### config.mk
export PLATFORM = sky130hd
export DESIGN_NAME = keypad_entry_tc
export DESIGN_NICKNAME = d
export VERILOG_FILES = /design/src/rtl/keypad_entry_tc.sv
export SDC_FILE = /design/constraint.sdc
export NUM_CORES = 1
export LEC_CHECK = 0
export CORE_ASPECT_RATIO = 2
export CORE_UTILIZATION = 50
export DETAILED_ROUTE_END_ITERATION = 8
export GPL_TIMING_DRIVEN = 0
export PLACE_DENSITY_LB_ADDON = 0.1
export RECOVER_POWER = 25
export SYNTH_ARGS = -nofsm -noshare
export SYNTH_HDL_FRONTEND = slang
export SYNTH_SLANG_ARGS = --single-unit
### constraint.sdc
create_clock -name CLK -period 3.21 [get_ports CLK]
set_input_delay 0.4815 -clock CLK [delete_from_list [all_inputs] [get_ports CLK]]
set_output_delay 0.4815 -clock CLK [all_outputs]
set_load 0.02 [all_outputs]
### src/rtl/keypad_entry_tc.sv
// Keypad digit/sign entry with multi-cycle BCD to two's-complement conversion and result handshake.
// Optional backspace key (4'hB) enabled by defining ENTRY_BACKSPACE_EN.
module keypad_entry_tc #(
  parameter int W    = 8,
  parameter int NDIG = 3
) (
  input  logic              CLK,
  input  logic              CLR,
  input  logic              KEY_VALID,
  input  logic [3:0]        KEY_CODE,
  input  logic              RESULT_ACK,
  output logic              KEY_READY,
  output logic              KEY_ERR,
  output logic [4*NDIG-1:0] DIGITS,
  output logic              NEG,
  output logic [W-1:0]      BinTC,
  output logic              RESULT_VALID,
  output logic              OVF
);

  localparam int CW = $clog2(NDIG + 1);

  typedef enum logic [1:0] {ENTRY, CONV, DONE} state_t;

  state_t            r_state, w_next;
  logic [CW-1:0]     r_cnt, r_idx;
  logic [W-1:0]      r_mag;
  logic              r_ovf;
  logic [4*NDIG-1:0] r_digits;
  logic              r_neg, r_kerr, r_valid, r_ovf_out;
  logic [W-1:0]      r_bin;

  logic [3:0]        w_dig;
  logic [W+4:0]      w_prod, w_half;
  logic [W-1:0]      w_lim;
  logic              w_is_digit;

  assign w_is_digit = (KEY_CODE <= 4'd9);

  always_ff @(posedge CLK or negedge CLR) begin
    if (!CLR) r_state <= ENTRY;
    else      r_state <= w_next;
  end

  always_comb begin
    w_next = r_state;
    case (r_state)
      ENTRY:   if (KEY_VALID && KEY_CODE == 4'hE) w_next = CONV;
      CONV:    if (r_idx == '0) w_next = DONE;
      DONE:    if (RESULT_ACK) w_next = ENTRY;
      default: w_next = ENTRY;
    endcase
  end

  always_comb begin
    w_dig = '0;
    for (int unsigned i = 1; i <= NDIG; i++)
      if (r_idx == CW'(i)) w_dig = r_digits[4*i-1 -: 4];
  end

  assign w_prod = ({5'b0, r_mag} << 3) + ({5'b0, r_mag} << 1) + (W+5)'(w_dig);
  assign w_half = (W+5)'(1) << (W-1);
  // The limit doubles as the saturated code: 100..0 when negative, 011..1 otherwise.
  assign w_lim  = r_neg ? {1'b1, {(W-1){1'b0}}} : {1'b0, {(W-1){1'b1}}};

  always_ff @(posedge CLK or negedge CLR) begin
    if (!CLR) begin
      r_cnt     <= '0;
      r_idx     <= '0;
      r_mag     <= '0;
      r_ovf     <= 1'b0;
      r_digits  <= '0;
      r_neg     <= 1'b0;
      r_kerr    <= 1'b0;
      r_valid   <= 1'b0;
      r_ovf_out <= 1'b0;
      r_bin     <= '0;
    end else begin
      r_kerr <= 1'b0;
      case (r_state)
        ENTRY: begin
          if (KEY_VALID) begin
            if (w_is_digit) begin
              if (r_cnt != CW'(NDIG)) begin
                r_digits <= (r_digits << 4) | (4*NDIG)'(KEY_CODE);
                r_cnt    <= r_cnt + 1'b1;
              end else begin
                r_kerr <= 1'b1;
              end
            end else begin
              case (KEY_CODE)
                4'hA: r_neg <= ~r_neg;
                4'hC: begin
                  r_digits <= '0;
                  r_cnt    <= '0;
                  r_neg    <= 1'b0;
                end
                4'hE: begin
                  r_idx <= r_cnt;
                  r_mag <= '0;
                  r_ovf <= 1'b0;
                end
`ifdef ENTRY_BACKSPACE_EN
                4'hB: begin
                  if (r_cnt != '0) begin
                    r_digits <= r_digits >> 4;
                    r_cnt    <= r_cnt - 1'b1;
                  end
                end
`endif
                default: ;
              endcase
            end
          end
        end
        CONV: begin
          if (r_idx != '0) begin
            if (w_prod > w_half) begin
              r_ovf <= 1'b1;
              r_mag <= w_half[W-1:0];
            end else begin
              r_mag <= w_prod[W-1:0];
            end
            r_idx <= r_idx - 1'b1;
          end else begin
            if (r_ovf || r_mag > w_lim) begin
              r_bin     <= w_lim;
              r_ovf_out <= 1'b1;
            end else begin
              r_bin <= r_neg ? -r_mag : r_mag;
            end
            r_valid <= 1'b1;
          end
        end
        DONE: begin
          if (RESULT_ACK) begin
            r_valid   <= 1'b0;
            r_ovf_out <= 1'b0;
            r_digits  <= '0;
            r_cnt     <= '0;
            r_neg     <= 1'b0;
          end
        end
        default: ;
      endcase
    end
  end

  assign KEY_READY    = (r_state == ENTRY);
  assign KEY_ERR      = r_kerr;
  assign DIGITS       = r_digits;
  assign NEG          = r_neg;
  assign BinTC        = r_bin;
  assign RESULT_VALID = r_valid;
  assign OVF          = r_ovf_out;

endmodule

==> metrics.txt, run 1 <==
# TYPE chip_impl_metric gauge
chip_impl_metric{name="synthToLayoutAreaGrowth",unit="%"} 29.7
chip_impl_metric{name="finish.net_count",unit=""} 380
chip_impl_metric{name="remaining_antenna_violation_count",unit=""} 0
chip_impl_metric{name="ys_ff_latch",unit=""} 39
chip_impl_metric{name="hpwlAfterDp",unit="mm"} 5.05
chip_impl_metric{name="floorplan.initialDensity",unit="%"} 52.8
chip_impl_metric{name="tritoncts.num_buffers",unit=""} 5
chip_impl_metric{name="timing.hold.ws",unit="ns"} 0.334
chip_impl_metric{name="post-route-period-util",unit="%"} 110
chip_impl_metric{name="grt_pass1_vias",unit=""} 2390
chip_impl_metric{name="fp.dieH",unit="um"} 104
chip_impl_metric{name="routedWlPerCell",unit="um"} 17.5
chip_impl_metric{name="synth.lib_cells_used.distinct",unit=""} 47
chip_impl_metric{name="antennaDiodeCount",unit=""} 0
chip_impl_info{name="critPathKind",value="flip-flop to flip-flop"} 1
chip_impl_metric{name="place_congestion",unit=""} 0.824
chip_impl_metric{name="ios",unit=""} 33
chip_impl_metric{name="timing.final.setup_violations",unit=""} 9
chip_impl_metric{name="routed_via_density",unit=""} 6.04
chip_impl_metric{name="pin_count_of_the_biggest_net_entering_global_routing",unit=""} 22
chip_impl_metric{name="drive_above_1_share",unit="%"} 16.1
chip_impl_metric{name="global_routing_usage_summed_across_all_routing_layers",unit="%"} 27.9
chip_impl_metric{name="critical_path_required",unit="ns"} 3.43
chip_impl_metric{name="standard_cell_row_count",unit=""} 36
chip_impl_metric{name="chipWidth",unit="um"} 53.2
chip_impl_metric{name="seq_area",unit="um^2"} 977
chip_impl_metric{name="design.die.area",unit="um^2"} 5550
chip_impl_metric{name="final_cell_area",unit="um^2"} 3390
chip_impl_metric{name="route.final.wire_length",unit="mm"} 7.00
chip_impl_metric{name="finalWorstSetupSlack",unit="ns"} -0.324
chip_impl_metric{name="r2r.worst_path.cells",unit=""} 15
chip_impl_metric{name="ctsHtreeMaxLevel",unit=""} 2
chip_impl_metric{name="final_util",unit="%"} 68.5
chip_impl_metric{name="via_count",unit=""} 2410
chip_impl_metric{name="synth.net_count",unit=""} 326
chip_impl_metric{name="drt_iter0_markers",unit=""} 54
chip_impl_metric{name="final.min_clock_period",unit="ns"} 3.53
chip_impl_metric{name="netlist_instances",unit=""} 287
chip_impl_metric{name="asyncSetResetFlopFracSynth",unit="%"} 100
chip_impl_metric{name="multi_input_area",unit="um^2"} 1760
chip_impl_metric{name="crit_fanout",unit=""} 3
chip_impl_metric{name="max-slew-margin-rel",unit="%"} 19.0
chip_impl_metric{name="finalHoldViolations",unit=""} 0
chip_impl_metric{name="vdd_ir_drop_max",unit="mV"} 0.629
chip_impl_metric{name="cts_sinks",unit=""} 39
chip_impl_info{name="outcome",value="finished, violations left"} 1
chip_impl_info{name="cpMaxStageDelayCell",value="dfrtp_1"} 1
chip_impl_info{name="violations",value="setup timing"} 1
chip_impl_metric{name="data_arrival_time_of_the_critical_path",unit="ns"} 3.75
chip_impl_metric{name="drcViolationCount",unit=""} 0
chip_impl_metric{name="drv_slew",unit=""} 0
chip_impl_metric{name="worstSkewPairLatency",unit="ns"} 0.31
chip_impl_metric{name="grt_first_pass_wirelength",unit="mm"} 11.3
chip_impl_metric{name="placement.io_buffers",unit=""} 32
chip_impl_metric{name="total_standard_cell_area_after_synthesis",unit="um^2"} 2620
chip_impl_info{name="synthFlopType",value="dfrtp_1"} 1
chip_impl_metric{name="firstDrtPassIters",unit=""} 4
chip_impl_info{name="most_area_hungry_cell_type_in_the_yosys_netlist",value="dfrtp_1"} 1
chip_impl_metric{name="core-area",unit="um^2"} 4950
chip_impl_metric{name="clk_pin_slew_worst_paths",unit="ns"} 0.08
chip_impl_info{name="setup.worst_path.start_class",value="flip-flop"} 1
chip_impl_info{name="crit_path_end_kind",value="flip-flop"} 1
chip_impl_info{name="post_synth_most_frequent_cells",value="nand2_1, dfrtp_1, ha_1, a21oi_1, nor2_1"} 1
chip_impl_info{name="cell_with_the_most_instances_after_synthesis",value="nand2_1"} 1
chip_impl_metric{name="synth_enable_flop_cells",unit=""} 0
chip_impl_info{name="root_buffer",value="clkbuf_8"} 1
chip_impl_metric{name="timing.clock.skew",unit="ns"} 0.00750
chip_impl_metric{name="leakagePower",unit="nW"} 1.54
chip_impl_info{name="tritoncts",value="built"} 1
chip_impl_info{name="ys_top_cells_by_area",value="dfrtp_1, ha_1, nand2_1"} 1
chip_impl_metric{name="placed_cell_area",unit="um^2"} 3060
chip_impl_metric{name="worst-slew-pin-transition",unit="ns"} 1.22
chip_impl_metric{name="slowest_delay",unit="ns"} 0.43
chip_impl_metric{name="maxClockFrequency",unit="MHz"} 283
chip_impl_metric{name="maxCapViolCount",unit=""} 0
chip_impl_info{name="crit_path_cell_trace",value="inv_2 > ha_4 > nor2b_4 > a22oi_1 > o21ai_1 > ha_1 > ha_2 > fa_2 > a21o_1 > a21oi_4 > o21ai_2 > mux2i_1 > a41o_1 > or3_4 > o31ai_4"} 1
chip_impl_metric{name="synth-seq-area-share",unit="%"} 37.3
chip_impl_info{name="min-delay-path-class",value="input pin to async pin"} 1
chip_impl_metric{name="yosys_warning_total",unit=""} 0
chip_impl_metric{name="synth.top_cell.area_share",unit="%"} 37.3
chip_impl_metric{name="clock_tree.buffer_depth",unit=""} 2
chip_impl_metric{name="grt_antenna_before_repair",unit=""} 0
chip_impl_metric{name="power-per-cell-area",unit="nW/um^2"} 1040
chip_impl_metric{name="nFillCells",unit=""} 397
chip_impl_info{name="setup_repair_after_global_routing_missed_its_margin",value="true"} 1
chip_impl_metric{name="synthesis.area_per_instance",unit="um^2"} 9.12
chip_impl_metric{name="gr-total-overflow",unit=""} 0
==> state kept, by name (all words and copies together) (netlist names) <==
name / cells
KEY_ERR: 1
r_idx: 2
RESULT_VALID: 1
DIGITS: 12
r_cnt: 2
NEG: 1
r_ovf: 1
r_state: 2
OVF: 1
BinTC: 8
r_mag: 8
==> where the power goes <==
part           total [mW]  switching (mW)  internal [mW]
clock               0.340           0.188          0.152
sequential          0.921           0.244          0.677
combinational        2.27            1.27          0.998
total                3.53            1.71           1.83
==> critical path, delay by kind of cell, from the launching register on <==
kind	cells	cell delay, ns
DFF	1	0.43
muxes	1	0.13
adders and majority gates	4	1.07
AOI/OAI and AO/OA	7	1.23
buffers and inverters	1	0.07
and+or+nand+nor	2	0.51
==> layout make-up <==
cell class                      count  share of cell area, %
Buffer                              7                  0.848
Clock buffer                        6                   2.14
Clock inverter                      2                  0.369
Inverter                           12                   1.40
Multi-Input combinational cell    229                   51.8
Sequential cell                    39                   28.8
Tap cell                           57                   2.10
Timing Repair Buffer               47                   12.6
==> path summary, 6_finish.rpt <==
| path | from | end | slack, ns |
|---|---|---|---|
| max reg2reg | r_idx[1] | r_mag[5] | -0.32 |
| min | CLR | NEG | 0.33 |
| min in group CLK | BinTC[5] | BinTC[5] | 0.48 |
| max | r_idx[1] | r_mag[5] | -0.32 |
| max in group asynchronous | CLR | DIGITS[6] | 1.24 |
| min reg2reg | BinTC[5] | BinTC[5] | 0.48 |
==> what timing repair did <==
item,4_1_cts,5_1_grt
setup endpoints to repair,9,9
pin swaps,13,9
gates resized for setup,18,9
setup buffers,10,4
hold buffers,0,0
endpoints found under the hold margin,0,0
==> logic make-up after synthesis <==
family,after synthesis,synth area share [%]
AO/OA/AOI/OAI,94,24.6
multiplexers,2,0.813
adder cells (fa/ha/maj),31,15.4
AND/OR/NAND/NOR,98,17.7
buffers and inverters,19,2.82
flip-flops,39,37.3
XOR/XNOR,4,1.34
==> metal layers <==
metal  wire (um)  up-vias  part of all wire (%)  GRT usage, %
li1            -     1171                     -             -
met1        2560     1145                    37          29.1
met2        3930       74                    56          49.7
met3         244       20                   3.5          4.53
met4         259        0                   3.7          15.0
met5           0        -                     0             0
==> layout by cell type (no fill, tap or decap), types with 3 or more instances in the layout <==
master / netlist / routed
a22o_1: 12 / 12
nor2b_1: 6 / 5
nor3_1: 6 / 5
nand3_1: 5 / 5
ha_1: 29 / 25
ha_4: 0 / 3
o21ai_0: 18 / 16
inv_1: 12 / 9
a22oi_1: 5 / 5
buf_4: 0 / 13
o21ai_1: 2 / 3
dfrtp_1: 39 / 38
o31ai_1: 8 / 7
nand2b_1: 7 / 6
nor2_1: 19 / 19
clkbuf_1: 5 / 8
a32o_1: 4 / 4
nand2_1: 43 / 42
nand4_1: 3 / 3
a21oi_1: 26 / 25
clkbuf_8: 0 / 5
clkdlybuf4s50_1: 0 / 31
==> stage by stage <==
stage                     std cells  worst slack [ns]  power (mW)  TNS (ns)
final                           399            -0.324        3.53     -2.45
after CTS                       395            -0.320        3.41     -2.26
after floorplan                 287           -0.0105        2.23   -0.0181
after detailed placement        377            -0.490        2.86     -3.58
after global routing            399            -0.474        3.82     -3.81
after global placement          376            -0.490        2.82     -3.43
Note: power is estimated with default switching activity, not from simulation.
==> inputs of run 2 (changes only) <==
Settings changed: DONT_BUFFER_PORTS set to 1.
==> run 2 against run 1 <==
Effect of this change:
- the flow finishes with violations (capacitance limit, slew limit, setup timing)
- via count fell by 6.4%
- sequential power increased by 16%
- first-iteration DRC count rose by 52%
- clock-buffer cell count unchanged
- clock power hardly changed
- combinational power decreased by 17%
- sequential share of layout area rose by 3.0 points
- clock skew rose by 0.0033 ns
- final cell count is 8.3% lower
- die area did not move
- non-clock buffer count down 33
==> metrics.txt, run 2 (synthesized netlist as in run 1, its figures left out) <==
# TYPE chip_impl_metric gauge
chip_impl_metric{name="maxClockFrequency",unit="MHz"} 285
chip_impl_metric{name="place_congestion",unit=""} 0.866
chip_impl_info{name="crit_path_end_kind",value="flip-flop"} 1
chip_impl_metric{name="power-per-cell-area",unit="nW/um^2"} 1070
chip_impl_metric{name="design.die.area",unit="um^2"} 5550
chip_impl_info{name="violations",value="capacitance limit, slew limit, setup timing"} 1
chip_impl_info{name="setup.worst_path.start_class",value="flip-flop"} 1
chip_impl_metric{name="chipWidth",unit="um"} 53.2
chip_impl_info{name="tritoncts",value="built"} 1
chip_impl_metric{name="crit_fanout",unit=""} 3
chip_impl_metric{name="tritoncts.num_buffers",unit=""} 5
chip_impl_metric{name="r2r.worst_path.cells",unit=""} 15
chip_impl_metric{name="standard_cell_row_count",unit=""} 36
chip_impl_metric{name="drt_iter0_markers",unit=""} 82
chip_impl_metric{name="finalHoldViolations",unit=""} 0
chip_impl_metric{name="data_arrival_time_of_the_critical_path",unit="ns"} 3.72
chip_impl_info{name="hold_path_end",value="r_state[1]"} 1
chip_impl_info{name="outcome",value="finished, violations left"} 1
chip_impl_metric{name="leakagePower",unit="nW"} 1.42
chip_impl_metric{name="core-area",unit="um^2"} 4950
chip_impl_metric{name="finalWorstSetupSlack",unit="ns"} -0.301
chip_impl_metric{name="timing.hold.ws",unit="ns"} 0.285
chip_impl_metric{name="final_util",unit="%"} 62.0
chip_impl_metric{name="clock_tree.buffer_depth",unit=""} 2
chip_impl_metric{name="pin_count_of_the_biggest_net_entering_global_routing",unit=""} 40
chip_impl_metric{name="final-instance-count-excl-fill",unit=""} 366
chip_impl_metric{name="seq_area",unit="um^2"} 977
chip_impl_metric{name="max-slew-margin-rel",unit="%"} -42.2
chip_impl_metric{name="largest_register_ff_count",unit=""} 12
chip_impl_metric{name="vdd_ir_drop_max",unit="mV"} 0.645
chip_impl_metric{name="grt_antenna_before_repair",unit=""} 0
chip_impl_metric{name="post-route-period-util",unit="%"} 109
chip_impl_metric{name="synthToLayoutAreaGrowth",unit="%"} 17.4
chip_impl_metric{name="final_cell_area",unit="um^2"} 3070
chip_impl_metric{name="via_count",unit=""} 2255
chip_impl_metric{name="routed_via_density",unit=""} 6.16
chip_impl_metric{name="gr-total-overflow",unit=""} 0
chip_impl_metric{name="multi_input_area",unit="um^2"} 1750
chip_impl_metric{name="global_routing_usage_summed_across_all_routing_layers",unit="%"} 27.6
chip_impl_metric{name="antennaDiodeCount",unit=""} 0
chip_impl_metric{name="placed_cell_area",unit="um^2"} 2720
chip_impl_info{name="critical_path.reg2reg.endpoint",value="r_mag[0]"} 1
chip_impl_metric{name="clk_pin_slew_worst_paths",unit="ns"} 0.09
chip_impl_metric{name="drive_above_1_share",unit="%"} 18.1
chip_impl_metric{name="firstDrtPassIters",unit=""} 4
chip_impl_info{name="rr_startpoint",value="r_idx[1]"} 1
chip_impl_metric{name="drv_slew",unit=""} 40
chip_impl_metric{name="reg2reg_slack",unit="ns"} -0.30
chip_impl_metric{name="maxCapViolCount",unit=""} 1
chip_impl_metric{name="worst-slew-pin-transition",unit="ns"} 2.13
chip_impl_metric{name="floorplan.initialDensity",unit="%"} 52.8
chip_impl_metric{name="route.final.wire_length",unit="mm"} 6.78
chip_impl_info{name="min_from",value="RESULT_ACK"} 1
chip_impl_metric{name="finish.net_count",unit=""} 347
chip_impl_metric{name="placement.io_buffers",unit=""} 0
chip_impl_metric{name="numPlacedInstances",unit=""} 344
chip_impl_metric{name="grt_first_pass_wirelength",unit="mm"} 11.2
chip_impl_metric{name="final.min_clock_period",unit="ns"} 3.51
chip_impl_metric{name="cts_sinks",unit=""} 39
chip_impl_metric{name="drcViolationCount",unit=""} 0
chip_impl_info{name="layout_common_cells",value="nand2_1, dfrtp_1, a21oi_1, ha_1, nor2_1"} 1
chip_impl_info{name="min-delay-path-class",value="input pin to flip-flop"} 1
chip_impl_info{name="setup_repair_after_global_routing_missed_its_margin",value="true"} 1
chip_impl_metric{name="timing.final.setup_violations",unit=""} 9
chip_impl_metric{name="total_power",unit="mW"} 3.29
chip_impl_metric{name="routedWlPerCell",unit="um"} 18.5
chip_impl_metric{name="worstSkewPairLatency",unit="ns"} 0.31
chip_impl_metric{name="place_worst_setup_slack",unit="ns"} -0.503
chip_impl_info{name="layout_commonest_cell",value="nand2_1"} 1
chip_impl_metric{name="final.setup.tns",unit="ns"} -2.06
chip_impl_metric{name="ios",unit=""} 33
chip_impl_metric{name="grt_pass1_vias",unit=""} 2400
chip_impl_metric{name="hpwlAfterDp",unit="mm"} 4.98
chip_impl_metric{name="remaining_antenna_violation_count",unit=""} 0
chip_impl_metric{name="fp.dieH",unit="um"} 104
chip_impl_metric{name="hold-path-cell-count",unit=""} 1
chip_impl_metric{name="nFillCells",unit=""} 441
chip_impl_metric{name="critical_path_required",unit="ns"} 3.42
chip_impl_metric{name="ctsHtreeMaxLevel",unit=""} 2
chip_impl_info{name="critPathKind",value="flip-flop to flip-flop"} 1
chip_impl_info{name="root_buffer",value="clkbuf_8"} 1
chip_impl_metric{name="timing.clock.skew",unit="ns"} 0.0108
run 2: metal layers:
layer,GRT usage [%],wire length (um)
met5,0,0
met4,13.2,211
met3,5.56,213
met2,50.3,3850
met1,27.6,2510
run 2: power by group:
group,internal [mW],switching [mW]
registers,0.675,0.395
clock network,0.152,0.190
logic,0.807,1.07
run 2: worst max path at each step:
stage / from / to / depth (start not counted)
2_1_floorplan: r_idx[1] / r_mag[0] / 17
5_1_grt: r_idx[1] / r_mag[0] / 17
4_1_cts: r_idx[1] / r_mag[0] / 15
3_5_place_dp: r_idx[1] / r_mag[2] / 17
6_report: r_idx[1] / r_mag[0] / 15
3_3_place_gp: r_idx[1] / r_mag[1] / 15
run 2: final cells by class:
cell class / instances / area share, %
Multi-Input combinational cell: 229 / 56.9
Sequential cell: 39 / 31.8
Timing Repair Buffer: 15 / 3.79
Clock buffer: 6 / 2.36
Tap cell: 57 / 2.32
Inverter: 12 / 1.55
Buffer: 6 / 0.815
Clock inverter: 2 / 0.407
run 2: worst max-delay path: stages (launching register included):
cell and delay (ns):
dfrtp_1 0.43, inv_2 0.08, ha_4 0.16, nor2b_4 0.13, a22oi_2 0.11, o21ai_1 0.08
ha_1 0.33, ha_4 0.19, fa_2 0.39, a21o_1 0.19, a21oi_4 0.22, o21ai_2 0.08
mux2i_1 0.13, a41o_1 0.24, or3_4 0.41, o32ai_4 0.23
run 2: what timing repair did:
action | CTS | global route
hold buffers | 1 | 0
resized for setup | 18 | 11
hold endpoints to repair | 39 | 0
pin swaps | 14 | 6
buffers inserted | 9 | 5
endpoints found under the setup margin | 9 | 10
==> inputs of run 3 (changes only) <==
Settings changed: CORE_UTILIZATION 50 to 40, CTS_CLUSTER_SIZE set to 16, SETUP_SLACK_MARGIN set to 0.1.
==> run 3 against run 2 <==
Effect of this change:
- the run still ends with capacitance limit, slew limit, setup timing left
- utilization is 12 points lower
- clock-buffer cell count stayed put
- combinational power is 5% lower
- first-iteration DRC count is 13% higher
- hold slack better by 0.039 ns
- via count is 0.18% higher
- die area is 24% higher
- setup slack worse by 0.058 ns
==> metrics.txt, run 3 (synthesized netlist as in run 1, its figures left out) <==
# TYPE chip_impl_metric gauge
chip_impl_metric{name="grt_antenna_before_repair",unit=""} 0
chip_impl_metric{name="fp.dieH",unit="um"} 116
chip_impl_info{name="violations",value="capacitance limit, slew limit, setup timing"} 1
chip_impl_metric{name="floorplan.initialDensity",unit="%"} 41.5
chip_impl_metric{name="nFillCells",unit=""} 600
chip_impl_metric{name="reg2reg_slack",unit="ns"} -0.36
chip_impl_metric{name="route.final.wire_length",unit="mm"} 7.03
chip_impl_info{name="layout_common_cells",value="nand2_1, dfrtp_1, ha_1"} 1
chip_impl_metric{name="antennaDiodeCount",unit=""} 0
chip_impl_metric{name="total_power",unit="mW"} 3.47
chip_impl_metric{name="drcViolationCount",unit=""} 0
chip_impl_info{name="setup_repair_after_global_routing_missed_its_margin",value="true"} 1
chip_impl_info{name="tritoncts",value="built"} 1
chip_impl_metric{name="post-route-period-util",unit="%"} 111
chip_impl_metric{name="drv_slew",unit=""} 40
chip_impl_metric{name="slowest_delay",unit="ns"} 0.44
chip_impl_metric{name="final.min_clock_period",unit="ns"} 3.57
chip_impl_metric{name="design.die.area",unit="um^2"} 6890
chip_impl_metric{name="core-area",unit="um^2"} 6310
chip_impl_metric{name="power-per-cell-area",unit="nW/um^2"} 1100
chip_impl_metric{name="timing.clock.skew",unit="ns"} 0.00545
chip_impl_metric{name="max-slew-margin-rel",unit="%"} -43.5
chip_impl_metric{name="drive_above_1_share",unit="%"} 19.5
chip_impl_metric{name="drt_iter0_markers",unit=""} 93
chip_impl_info{name="crit_path_cell_trace",value="inv_4 > ha_4 > buf_4 > a22oi_2 > o21ai_1 > ha_1 > ha_2 > fa_2 > a21o_1 > a21oi_4 > o21ai_2 > mux2i_1 > a41o_1 > or3_4 > o32ai_4"} 1
chip_impl_metric{name="finish.net_count",unit=""} 346
chip_impl_metric{name="synthToLayoutAreaGrowth",unit="%"} 20.4
chip_impl_metric{name="critical_path_required",unit="ns"} 3.40
chip_impl_metric{name="gr-total-overflow",unit=""} 0
chip_impl_metric{name="chipWidth",unit="um"} 59.2
chip_impl_metric{name="finalWorstSetupSlack",unit="ns"} -0.359
chip_impl_metric{name="remaining_antenna_violation_count",unit=""} 0
chip_impl_metric{name="maxCapViolCount",unit=""} 1
chip_impl_metric{name="tritoncts.num_buffers",unit=""} 5
chip_impl_metric{name="firstDrtPassIters",unit=""} 4
chip_impl_info{name="root_buffer",value="clkbuf_16"} 1
chip_impl_metric{name="crit_fanout",unit=""} 5
chip_impl_metric{name="standard_cell_row_count",unit=""} 41
chip_impl_metric{name="clock_tree.buffer_depth",unit=""} 2
chip_impl_metric{name="routedWlPerCell",unit="um"} 17.9
chip_impl_metric{name="final.setup.tns",unit="ns"} -2.77
chip_impl_metric{name="place_congestion",unit=""} 0.846
chip_impl_metric{name="global_routing_usage_summed_across_all_routing_layers",unit="%"} 22.4
chip_impl_metric{name="grt_pass1_vias",unit=""} 2288
chip_impl_info{name="cpMaxStageDelayCell",value="dfrtp_2"} 1
chip_impl_metric{name="final_util",unit="%"} 49.9
chip_impl_metric{name="vdd_ir_drop_max",unit="mV"} 0.648
chip_impl_info{name="outcome",value="finished, violations left"} 1
chip_impl_info{name="layout_commonest_cell",value="nand2_1"} 1
chip_impl_info{name="crit_path_end_kind",value="flip-flop"} 1
chip_impl_metric{name="data_arrival_time_of_the_critical_path",unit="ns"} 3.76
chip_impl_metric{name="maxClockFrequency",unit="MHz"} 280
chip_impl_metric{name="largest_register_ff_count",unit=""} 12
chip_impl_metric{name="worst-slew-pin-transition",unit="ns"} 2.15
chip_impl_metric{name="via_count",unit=""} 2259
chip_impl_metric{name="finalHoldViolations",unit=""} 0
chip_impl_metric{name="cts_sinks",unit=""} 39
chip_impl_metric{name="pin_count_of_the_biggest_net_entering_global_routing",unit=""} 40
chip_impl_metric{name="grt_first_pass_wirelength",unit="mm"} 11.1
chip_impl_metric{name="worstSkewPairLatency",unit="ns"} 0.29
chip_impl_metric{name="routed_via_density",unit=""} 5.73
chip_impl_info{name="setup.worst_path.start_class",value="flip-flop"} 1
chip_impl_info{name="critPathKind",value="flip-flop to flip-flop"} 1
chip_impl_metric{name="hpwlAfterDp",unit="mm"} 5.29
chip_impl_metric{name="clk_pin_slew_worst_paths",unit="ns"} 0.06
chip_impl_info{name="min-delay-path-class",value="input pin to flip-flop"} 1
chip_impl_metric{name="placement.io_buffers",unit=""} 0
chip_impl_metric{name="timing.final.setup_violations",unit=""} 9
chip_impl_metric{name="ios",unit=""} 33
chip_impl_metric{name="ctsHtreeMaxLevel",unit=""} 2
chip_impl_metric{name="leakagePower",unit="nW"} 1.46
==> run 3: changes by cell type in the layout (fill, tap and decap cells not counted), moves of 2 or more <==
cell,delta
clkbuf_16,+5
a21oi_2,+2
a211oi_2,+2
clkbuf_8,-4
a211oi_4,-2
a21oi_1,-2
buf_6,-2
==> run 3: repair_timing <==
| item | CTS | global route |
|---|---|---|
| endpoints found under the setup margin | 9 | 10 |
| resized for setup | 15 | 12 |
| hold endpoints to repair | 39 | 0 |
| hold buffers | 1 | 0 |
| pin swaps | 14 | 9 |
| setup buffers | 9 | 3 |
==> run 3: per-layer routing <==
| metal | vias to the layer above | share of wire (%) | global-route usage [%] |
|---|---|---|---|
| li1 | 1101 | - | - |
| met1 | 1098 | 35 | 21.1 |
| met2 | 44 | 59 | 42.7 |
| met3 | 16 | 2.7 | 4.76 |
| met4 | 0 | 3.8 | 12.1 |
| met5 | - | 0 | 0 |
==> run 3: final timing paths <==
check                      depth (start not counted)        end        start
max reg2reg                                       15   r_mag[0]     r_idx[0]
min                                                1  DIGITS[3]  KEY_CODE[3]
min in group asynchronous                          1   BinTC[5]          CLR
max                                               15   r_mag[0]     r_idx[0]
min reg2reg                                        1   r_cnt[1]     r_cnt[1]
max in group asynchronous                          1        NEG          CLR
==> run 3: layout make-up <==
cell class	count	area (um^2)	share of cell area (%)
Tap cell	86	108	3.42
Inverter	12	47.5	1.51
Timing Repair Buffer	13	93.8	2.98
Multi-Input combinational cell	229	1720	54.6
Clock inverter	2	35.0	1.11
Clock buffer	6	139	4.41
Sequential cell	39	978	31.1
Buffer	7	30.0	0.953
==> run 3: worst max-delay path: cells and delay by family, from the launching register on <==
kind | cells | cell delay (ns)
and+or+nand+nor | 1 | 0.43
DFF | 1 | 0.44
muxes | 1 | 0.13
buffers and inverters | 2 | 0.19
AOI/OAI and AO/OA | 7 | 1.19
adders and majority gates | 4 | 1.09
==> run 3: stage by stage <==
step	hold WS, ns	area, um^2	std cells	setup slack (ns)
floorplan	0.186	2650	287	-0.0105
global placement	0.187	2750	373	-0.557
detailed placement	0.187	2750	373	-0.561
CTS	0.0399	3090	391	-0.337
global route	0.320	3150	394	-0.560
finish	0.324	3150	394	-0.359
==> run 3: power by group <==
part	leakage, nW	internal [mW]	switching (mW)	total, mW
registers	0.513	0.678	0.402	1.08
logic	0.858	0.763	1.03	1.79
clock network	0.0868	0.387	0.209	0.596
total	1.46	1.83	1.64	3.47
